==> config.mk <==
export PLATFORM = sky130hd
export DESIGN_NAME = param_register_file
export DESIGN_NICKNAME = d
export VERILOG_FILES = /design/src/rtl/rf_pkg.sv /design/src/rtl/rf_cell.sv /design/src/rtl/param_register_file.sv
export SDC_FILE = /design/constraint.sdc
export NUM_CORES = 1
export LEC_CHECK = 0
export CORE_MARGIN = 4
export CORE_UTILIZATION = 55
export DETAILED_ROUTE_END_ITERATION = 10
export PLACE_DENSITY_LB_ADDON = 0.08
export SETUP_SLACK_MARGIN = 0.4
export SYNTH_ARGS = -nofsm -noshare
export SYNTH_HDL_FRONTEND = slang
export SYNTH_SLANG_ARGS = --single-unit
==> constraint.sdc <==
create_clock -name clock -period 22.8 [get_ports clock]
set_clock_uncertainty 0.2 [all_clocks]
set_input_delay 4.56 -clock clock [delete_from_list [all_inputs] [get_ports clock]]
set_output_delay 4.56 -clock clock [all_outputs]
set_load 0.01 [all_outputs]
==> src/rtl/rf_pkg.sv <==
// Shared FunSel encodings and the register next-value function for param_register_file.
package rf_pkg;

  localparam int unsigned RF_MAX_W = 64;

  typedef logic [2:0]          funsel_t;
  typedef logic [RF_MAX_W-1:0] rf_word_t;

  localparam funsel_t FS_DEC  = 3'b000;
  localparam funsel_t FS_INC  = 3'b001;
  localparam funsel_t FS_LOAD = 3'b010;
  localparam funsel_t FS_CLR  = 3'b011;
  localparam funsel_t FS_LDB0 = 3'b100;
  localparam funsel_t FS_LDBK = 3'b101;
  localparam funsel_t FS_LDHS = 3'b110;
  localparam funsel_t FS_HOLD = 3'b111;

  // Evaluated at RF_MAX_W and truncated by the caller; every operation is
  // modular or byte-aligned, so truncation yields the WIDTH-bit result.
  function automatic rf_word_t next_q(input rf_word_t q, input rf_word_t i, input funsel_t funsel);
    rf_word_t r;
    case (funsel)
      FS_DEC:  r = q - rf_word_t'(1);
      FS_INC:  r = q + rf_word_t'(1);
      FS_LOAD: r = i;
      FS_CLR:  r = '0;
      FS_LDB0: r = {{(RF_MAX_W-8){1'b0}}, i[7:0]};
      FS_LDBK: r = {q[RF_MAX_W-1:8], i[7:0]};
      FS_LDHS: r = {{(RF_MAX_W-16){i[15]}}, i[15:0]};
      default: r = q;
    endcase
    return r;
  endfunction

endpackage

==> src/rtl/rf_cell.sv <==
// One register of the file: async-reset storage with enable and FunSel update,
// exposing both the current value and the value it will take at the next edge.
module rf_cell
  import rf_pkg::*;
#(
  parameter int unsigned WIDTH = 32
) (
  input  logic             clk,
  input  logic             rst,
  input  logic             en,
  input  funsel_t          funsel,
  input  logic [WIDTH-1:0] d_in,
  output logic [WIDTH-1:0] q,
  output logic [WIDTH-1:0] q_next
);

  logic [WIDTH-1:0] val_q;
  logic [WIDTH-1:0] val_d;
  rf_word_t         q_ext;
  rf_word_t         i_ext;

  always_comb begin
    q_ext              = '0;
    q_ext[WIDTH-1:0]   = val_q;
    i_ext              = '0;
    i_ext[WIDTH-1:0]   = d_in;
    val_d              = val_q;
    if (en) begin
      val_d = WIDTH'(next_q(q_ext, i_ext, funsel));
    end
  end

  always_ff @(posedge clk or posedge rst) begin
    if (rst) begin
      val_q <= '0;
    end else begin
      val_q <= val_d;
    end
  end

  assign q      = val_q;
  assign q_next = val_d;

endmodule

==> src/rtl/param_register_file.sv <==
// NUM_GP general-purpose plus NUM_SCR scratch registers on one shared input bus,
// with two registered read ports and optional write-bypass.
module param_register_file
  import rf_pkg::*;
#(
  parameter int unsigned WIDTH   = 32,
  parameter int unsigned NUM_GP  = 4,
  parameter int unsigned NUM_SCR = 4,
  parameter int unsigned BYPASS  = 0,
  parameter int unsigned SEL_W   = $clog2(NUM_GP + NUM_SCR)
) (
  input  logic               clock,
  input  logic               reset,
  input  logic [WIDTH-1:0]   i,
  input  logic [NUM_GP-1:0]  RegSel,
  input  logic [NUM_SCR-1:0] ScrSel,
  input  logic [2:0]         FunSel,
  input  logic [SEL_W-1:0]   OutASel,
  input  logic [SEL_W-1:0]   OutBSel,
  output logic [WIDTH-1:0]   OutA,
  output logic [WIDTH-1:0]   OutB
);

  localparam int unsigned NUM_REGS  = NUM_GP + NUM_SCR;
  localparam int unsigned SEL_DEPTH = 1 << SEL_W;

  logic [NUM_REGS-1:0] en;
  logic [WIDTH-1:0]    cur    [NUM_REGS];
  logic [WIDTH-1:0]    nxt    [NUM_REGS];
  logic [WIDTH-1:0]    rd_src [SEL_DEPTH];

  logic [WIDTH-1:0] outa_q;
  logic [WIDTH-1:0] outa_d;
  logic [WIDTH-1:0] outb_q;
  logic [WIDTH-1:0] outb_d;

  // Select masks are MSB-first (MSB = R1 / S1); the cell array is index-first.
  for (genvar g = 0; g < NUM_GP; g++) begin : g_gp_en
    assign en[g] = RegSel[NUM_GP-1-g];
  end

  for (genvar g = 0; g < NUM_SCR; g++) begin : g_scr_en
    assign en[NUM_GP+g] = ScrSel[NUM_SCR-1-g];
  end

  for (genvar g = 0; g < NUM_REGS; g++) begin : g_cell
    rf_cell #(
      .WIDTH (WIDTH)
    ) u_cell (
      .clk    (clock),
      .rst    (reset),
      .en     (en[g]),
      .funsel (FunSel),
      .d_in   (i),
      .q      (cur[g]),
      .q_next (nxt[g])
    );
  end

  // Read table padded to the full select range; unused slots read as zero,
  // which is the out-of-range behaviour without a separate compare.
  for (genvar g = 0; g < SEL_DEPTH; g++) begin : g_rd_src
    if (g < NUM_REGS) begin : g_valid
      assign rd_src[g] = (BYPASS != 0) ? nxt[g] : cur[g];
    end else begin : g_pad
      assign rd_src[g] = '0;
    end
  end

  always_comb begin
    outa_d = rd_src[OutASel];
    outb_d = rd_src[OutBSel];
  end

  always_ff @(posedge clock or posedge reset) begin
    if (reset) begin
      outa_q <= '0;
      outb_q <= '0;
    end else begin
      outa_q <= outa_d;
      outb_q <= outb_d;
    end
  end

  assign OutA = outa_q;
  assign OutB = outb_q;

endmodule

[Word level (Yosys, flattened, before mapping)]
Index checks and enable logic that the tools add are counted.
Word-level totals
  flip-flop bits (word level): 320
  input port bits: 51
  word-level logic and storage cells: 78
Cells by class
  add/subtract/negate cells: 16
  magnitude comparators: 2
  equal/unequal tests: 6
  muxes and demuxes: 14
  bitwise gates (word level): 3
  reduce and logical (&&, ||, !) cells: 19
Operator list (count)
  $pmux 32 s7: 8
  $add 32x1->32 const B: 8
  $sub 32x1->32 const B: 8
  $bmux 32 s3: 2
  $mux 32: 4
  $reduce_and 3->1: 8
  $reduce_and 2->1: 8
  $eq 3x3->1 const B: 3
  $ge 4x4->1 const B: 2
  $not 3->4: 2
  $reduce_bool 7->1: 1
  $eq 3x2->1 const B: 2
  $reduce_bool 6->1: 1
  $eq 3x1->1 const B: 1
  $logic_not 3->1: 1
  $not 1->1: 1

[Logic depth before layout (Yosys ltp)]
  depth in word-level cells: 4
  mapped depth: 16
  gate-level depth less buffers: 15

[Hierarchy]
Synthesis repeated with hierarchy kept, for this count alone.
Second synthesis, totals
  cells, all modules: 3561
  area, all modules: 32254.7 um2
Modules (own cells, without submodules)
  rf_cell at g_cell[2].u_cell ...: times used 5, cells each 406, area each 3294.4 um2, sequential area each 800.8 um2
  param_register_file: times used 1, cells each 293, area each 5758.0 um2, sequential area each 1601.5 um2
  rf_cell at g_cell[1].u_cell: times used 1, cells each 439, area each 3484.6 um2, sequential area each 800.8 um2
  rf_cell at g_cell[7].u_cell: times used 1, cells each 400, area each 3316.9 um2, sequential area each 800.8 um2
  rf_cell at g_cell[0].u_cell: times used 1, cells each 399, area each 3223.1 um2, sequential area each 800.8 um2

[Least setup slack after synthesis]
OpenSTA, ideal clock, no wires.
  kind: input-to-reg
  start: input port FunSel[1]
  end: register g_cell[0].u_cell.val_q[31]
  setup time: 82 ps
  arrival time: 14245 ps
  data required time: 22518 ps
  path slack: 8272 ps
  cell stages on the path: 15
  path buffers: 1
  cell sequence: nor2_1 -> nand2_1 -> clkbuf_1 -> ha_1 -> a211oi_1 -> o21ai_1 -> o31ai_2 -> o31ai_1 -> a211o_1 -> a21oi_1 -> a2bb2oi_1 -> a21oi_1 -> xnor2_1 -> o31a_1 -> o22ai_1
On the way
  word-level cells in the longest chain between the ends: 3
  elaborated cells on any way between the ends: 11
RTL lines
  from (decl): RTL line param_register_file.sv:17  | input logic [2:0] FunSel,
  $eq 3x1->1 (tied with other cells): RTL line rf_pkg.sv:22  | case (funsel)
  $reduce_bool 6->1 (no line) or $not 1->1 (tied branches)
  $reduce_and 3->1 (no line)
  to (signal assigned): RTL line rf_cell.sv:37  | val_q <= val_d;
  to (decl): RTL line rf_cell.sv:17  | logic [WIDTH-1:0] val_q;
Parallel ways exist; a longest one is shown, timed or not.
A chain may end at the register's enable or synchronous reset.

[Worst setup path after layout]
  start: input port FunSel[2]
  end: register g_cell[5].u_cell.val_q[31]
On the way
  word-level cells in the longest chain between the ends: 3
  elaborated cells on any way between the ends: 11
RTL lines (RTL line)
  $eq 3x1->1 (tied with other cells): rf_pkg.sv:22
  $reduce_bool 6->1 (no line) or $not 1->1 (tied branches)
  $reduce_and 3->1 (no line)
  to (signal assigned): rf_cell.sv:37
  to (decl): rf_cell.sv:17
Parallel ways exist; a longest one is shown, timed or not.

==> flow_metrics.env <==
export IMPL_whs_path_depth=2
export IMPL_path_class="in2reg"
export IMPL_ys_flop_type="dfrtp_1"
export IMPL_p_leak_nw=13.6
export IMPL_die_w_um=234
export IMPL_synth_edf_count=0
export IMPL_synth_cell_types=87
export IMPL_min_period_ps=9820
export IMPL_r2r_start="g_cell[7].u_cell.q[0]"
export IMPL_area_growth_pct=10.6
export IMPL_finalSetupViolCount=0
export IMPL_grt_pass1_wl_mm=140
export IMPL_r2r_end="g_cell[7].u_cell.q[30]"
export IMPL_die_area_sq_mm=0.0548
export IMPL_synth_nets=3440
export IMPL_final_cell_mix="409 x a21oi_1, 358 x nand2_1, 320 x dfrtp_1, 289 x o21ai_0, 259 x ha_1"
export IMPL_seq_area_sq_mm=0.00801
export IMPL_worstPathArrival_ps=10000
export IMPL_tns_ps=0
export IMPL_finalHoldViolCount=0
export IMPL_setup_ws_ps=12980
export IMPL_maxSlewViolCount=0
export IMPL_ys_seq_area_share_pct=28.5
export IMPL_drive_gt1_share_pct=10.4
export IMPL_max_freq_ghz=0.102
export IMPL_drc=0
export IMPL_grt_pass1_vias=24152
export IMPL_core_sq_mm=0.0504
export IMPL_r2r_slack_ps=18870
export IMPL_end_kind="flop"
export IMPL_gr_total_overflow=0
export IMPL_tightestPinTransition_ps=1340
export IMPL_fill_cells=4294
export IMPL_rows=82
export IMPL_crit_end="g_cell[5].u_cell.q[31]"
export IMPL_cts_htree_levels=2
export IMPL_drv_cap=0
export IMPL_placed_cell_area_sq_mm=0.0297
export IMPL_syn_cell_area_sq_mm=0.0281
export IMPL_slew_headroom_pct=11.0
export IMPL_vias=25574
export IMPL_wirelength_mm=91.9
export IMPL_status="finished, final reports clean"
export IMPL_p_per_area_mw_per_mm2=135
export IMPL_ys_warn_count=0
export IMPL_min_from="g_cell[6].u_cell.q[17]"
export IMPL_clk_latency_ps=570
export IMPL_final_cells=3848
export IMPL_via_per_inst=6.65
export IMPL_fin_util_pct=61.7
export IMPL_layout_worst_path_cycle_share_pct=43.1
export IMPL_post_cts_resize_count=0
export IMPL_fin_area_sq_mm=0.0311
export IMPL_placed_cells=3776
export IMPL_final_antenna_net_count=0
export IMPL_worstPathRequired_ps=22990
export IMPL_dp_hpwl_mm=67.5
export IMPL_place_ws_ps=12570
export IMPL_die_h_um=234
export IMPL_synth_cells=3122
export IMPL_layout_commonest_cell="a21oi_1"
export IMPL_crit_start="FunSel[2]"
export IMPL_cts_hold_buf=0
export IMPL_numCtsBuffers=40
export IMPL_syn_avg_cell_area_sq_um=9.00
export IMPL_min_path_type="reg2reg"
export IMPL_synth_async_sr_flop_share_pct=100
export IMPL_cts_tree="yes"
export IMPL_peakVddDrop_mv=0.0763
export IMPL_cts_buffer_depth=3
export IMPL_grt_antenna_before_repair=3
export IMPL_post_cts_buffers=0
export IMPL_pin_count=115
export IMPL_start_util_pct=55.8
export IMPL_ys_ff_latch=320
export IMPL_fin_nets=3464
export IMPL_finalPower_mw=4.20
export IMPL_rsz0062_at_grt="no"
export IMPL_gp_congestion=0.979
export IMPL_fin_hold_ws_ps=331
export IMPL_clock_root_buffer="clkbuf_16"
export IMPL_clk_pin_slew_ps=50
export IMPL_startpoint_type="input port"
export IMPL_rr_worst_depth=13
export IMPL_grt_max_degree=203
export IMPL_routedWlPerCell_um=23.9
export IMPL_drtIter0Drc=2704
export IMPL_io_buffers=114
export IMPL_grt_usage_pct=33.0
export IMPL_detail_route_first_pass_iterations=6
export IMPL_clock_sinks=320
export IMPL_multi_input_area_sq_mm=0.0193
export IMPL_crit_fanout=136
[registers in the layout, indices dropped and copies added, names as in the netlist]
register	flops
g_cell.u_cell.q	256
OutB	32
OutA	32
[critical path, stage by stage]
cell and delay [ps]:
clkdlybuf4s50_1 540, nor2_1 580, nand2_4 600, buf_12 500, ha_1 440, a211oi_1 360, o21ai_1 150, a31oi_1 380
o31a_1 290, nor2_1 130, nor3_1 340, o31ai_1 160, a221o_1 340, a21oi_1 230, a21o_1 110, o2111ai_1 100
[cells in the mapped netlist, types with 18 or more instances]
library cell | count | area (sq um)
and3_1 | 18 | 113
nand3_1 | 52 | 260
dfrtp_1 | 320 | 8010
o21ai_1 | 30 | 150
xor2_1 | 64 | 561
mux4_2 | 128 | 2880
nor3_1 | 30 | 150
o21ai_0 | 289 | 1450
mux2_2 | 65 | 732
inv_1 | 67 | 251
a31oi_1 | 50 | 313
ha_1 | 259 | 3240
or3_1 | 18 | 113
nor2_1 | 151 | 567
nand2_1 | 359 | 1350
a21oi_1 | 409 | 2050
a21o_1 | 133 | 998
o221ai_1 | 18 | 158
a211oi_1 | 23 | 173
o21bai_1 | 20 | 150
nor2b_1 | 24 | 150
buf_1 | 22 | 82.6
clkbuf_1 | 130 | 488
xnor2_1 | 132 | 1160
nand4_1 | 26 | 163
nand2b_1 | 41 | 257
and2_1 | 28 | 175
[layer usage]
metal  part of all wire [%]  wire length, um  vias up  GRT usage, %
li1                       -                -    11714             -
met1                     44            40200    12496          49.2
met2                     44            40400     1206          50.4
met3                    9.3             8510      156          4.24
met4                    3.1             2820        2          9.99
met5                 0.0087                8        -             0
[power by group]
group          internal [mW]  switching, mW
Clock                  0.397          0.266
Combinational           1.17           1.36
Sequential             0.764          0.243
Total                   2.33           1.87
[how the worst min path moves through the flow]
stage	slack, ps	to
finish	330	g_cell[6].u_cell.q[17]
global route	360	g_cell[0].u_cell.q[23]
CTS	330	g_cell[7].u_cell.q[24]
detailed placement	320	g_cell[7].u_cell.q[24]
global placement	300	g_cell[7].u_cell.q[24]
floorplan	280	g_cell[1].u_cell.q[23]
[area by class of cell]
type	count	share of cell area, %
multi-input combinational	2581	62.1
timing repair buffer	136	4.26
tap	672	2.71
inverter	67	0.833
antenna	1	0.00805
clock inverter	10	0.366
sequential	320	25.8
clock buffer	61	3.99
[cell families after synthesis]
logic type	Yosys count	share of synthesized area, %
AO/OA/AOI/OAI	1129	24.3
adder cells (fa/ha/maj)	267	12.1
multiplexers	201	13.1
XOR/XNOR	196	6.11
buffers and inverters	221	2.96
flip-flops	320	28.5
AND/OR/NAND/NOR	788	12.9
Power figures use the tool's default switching activity.
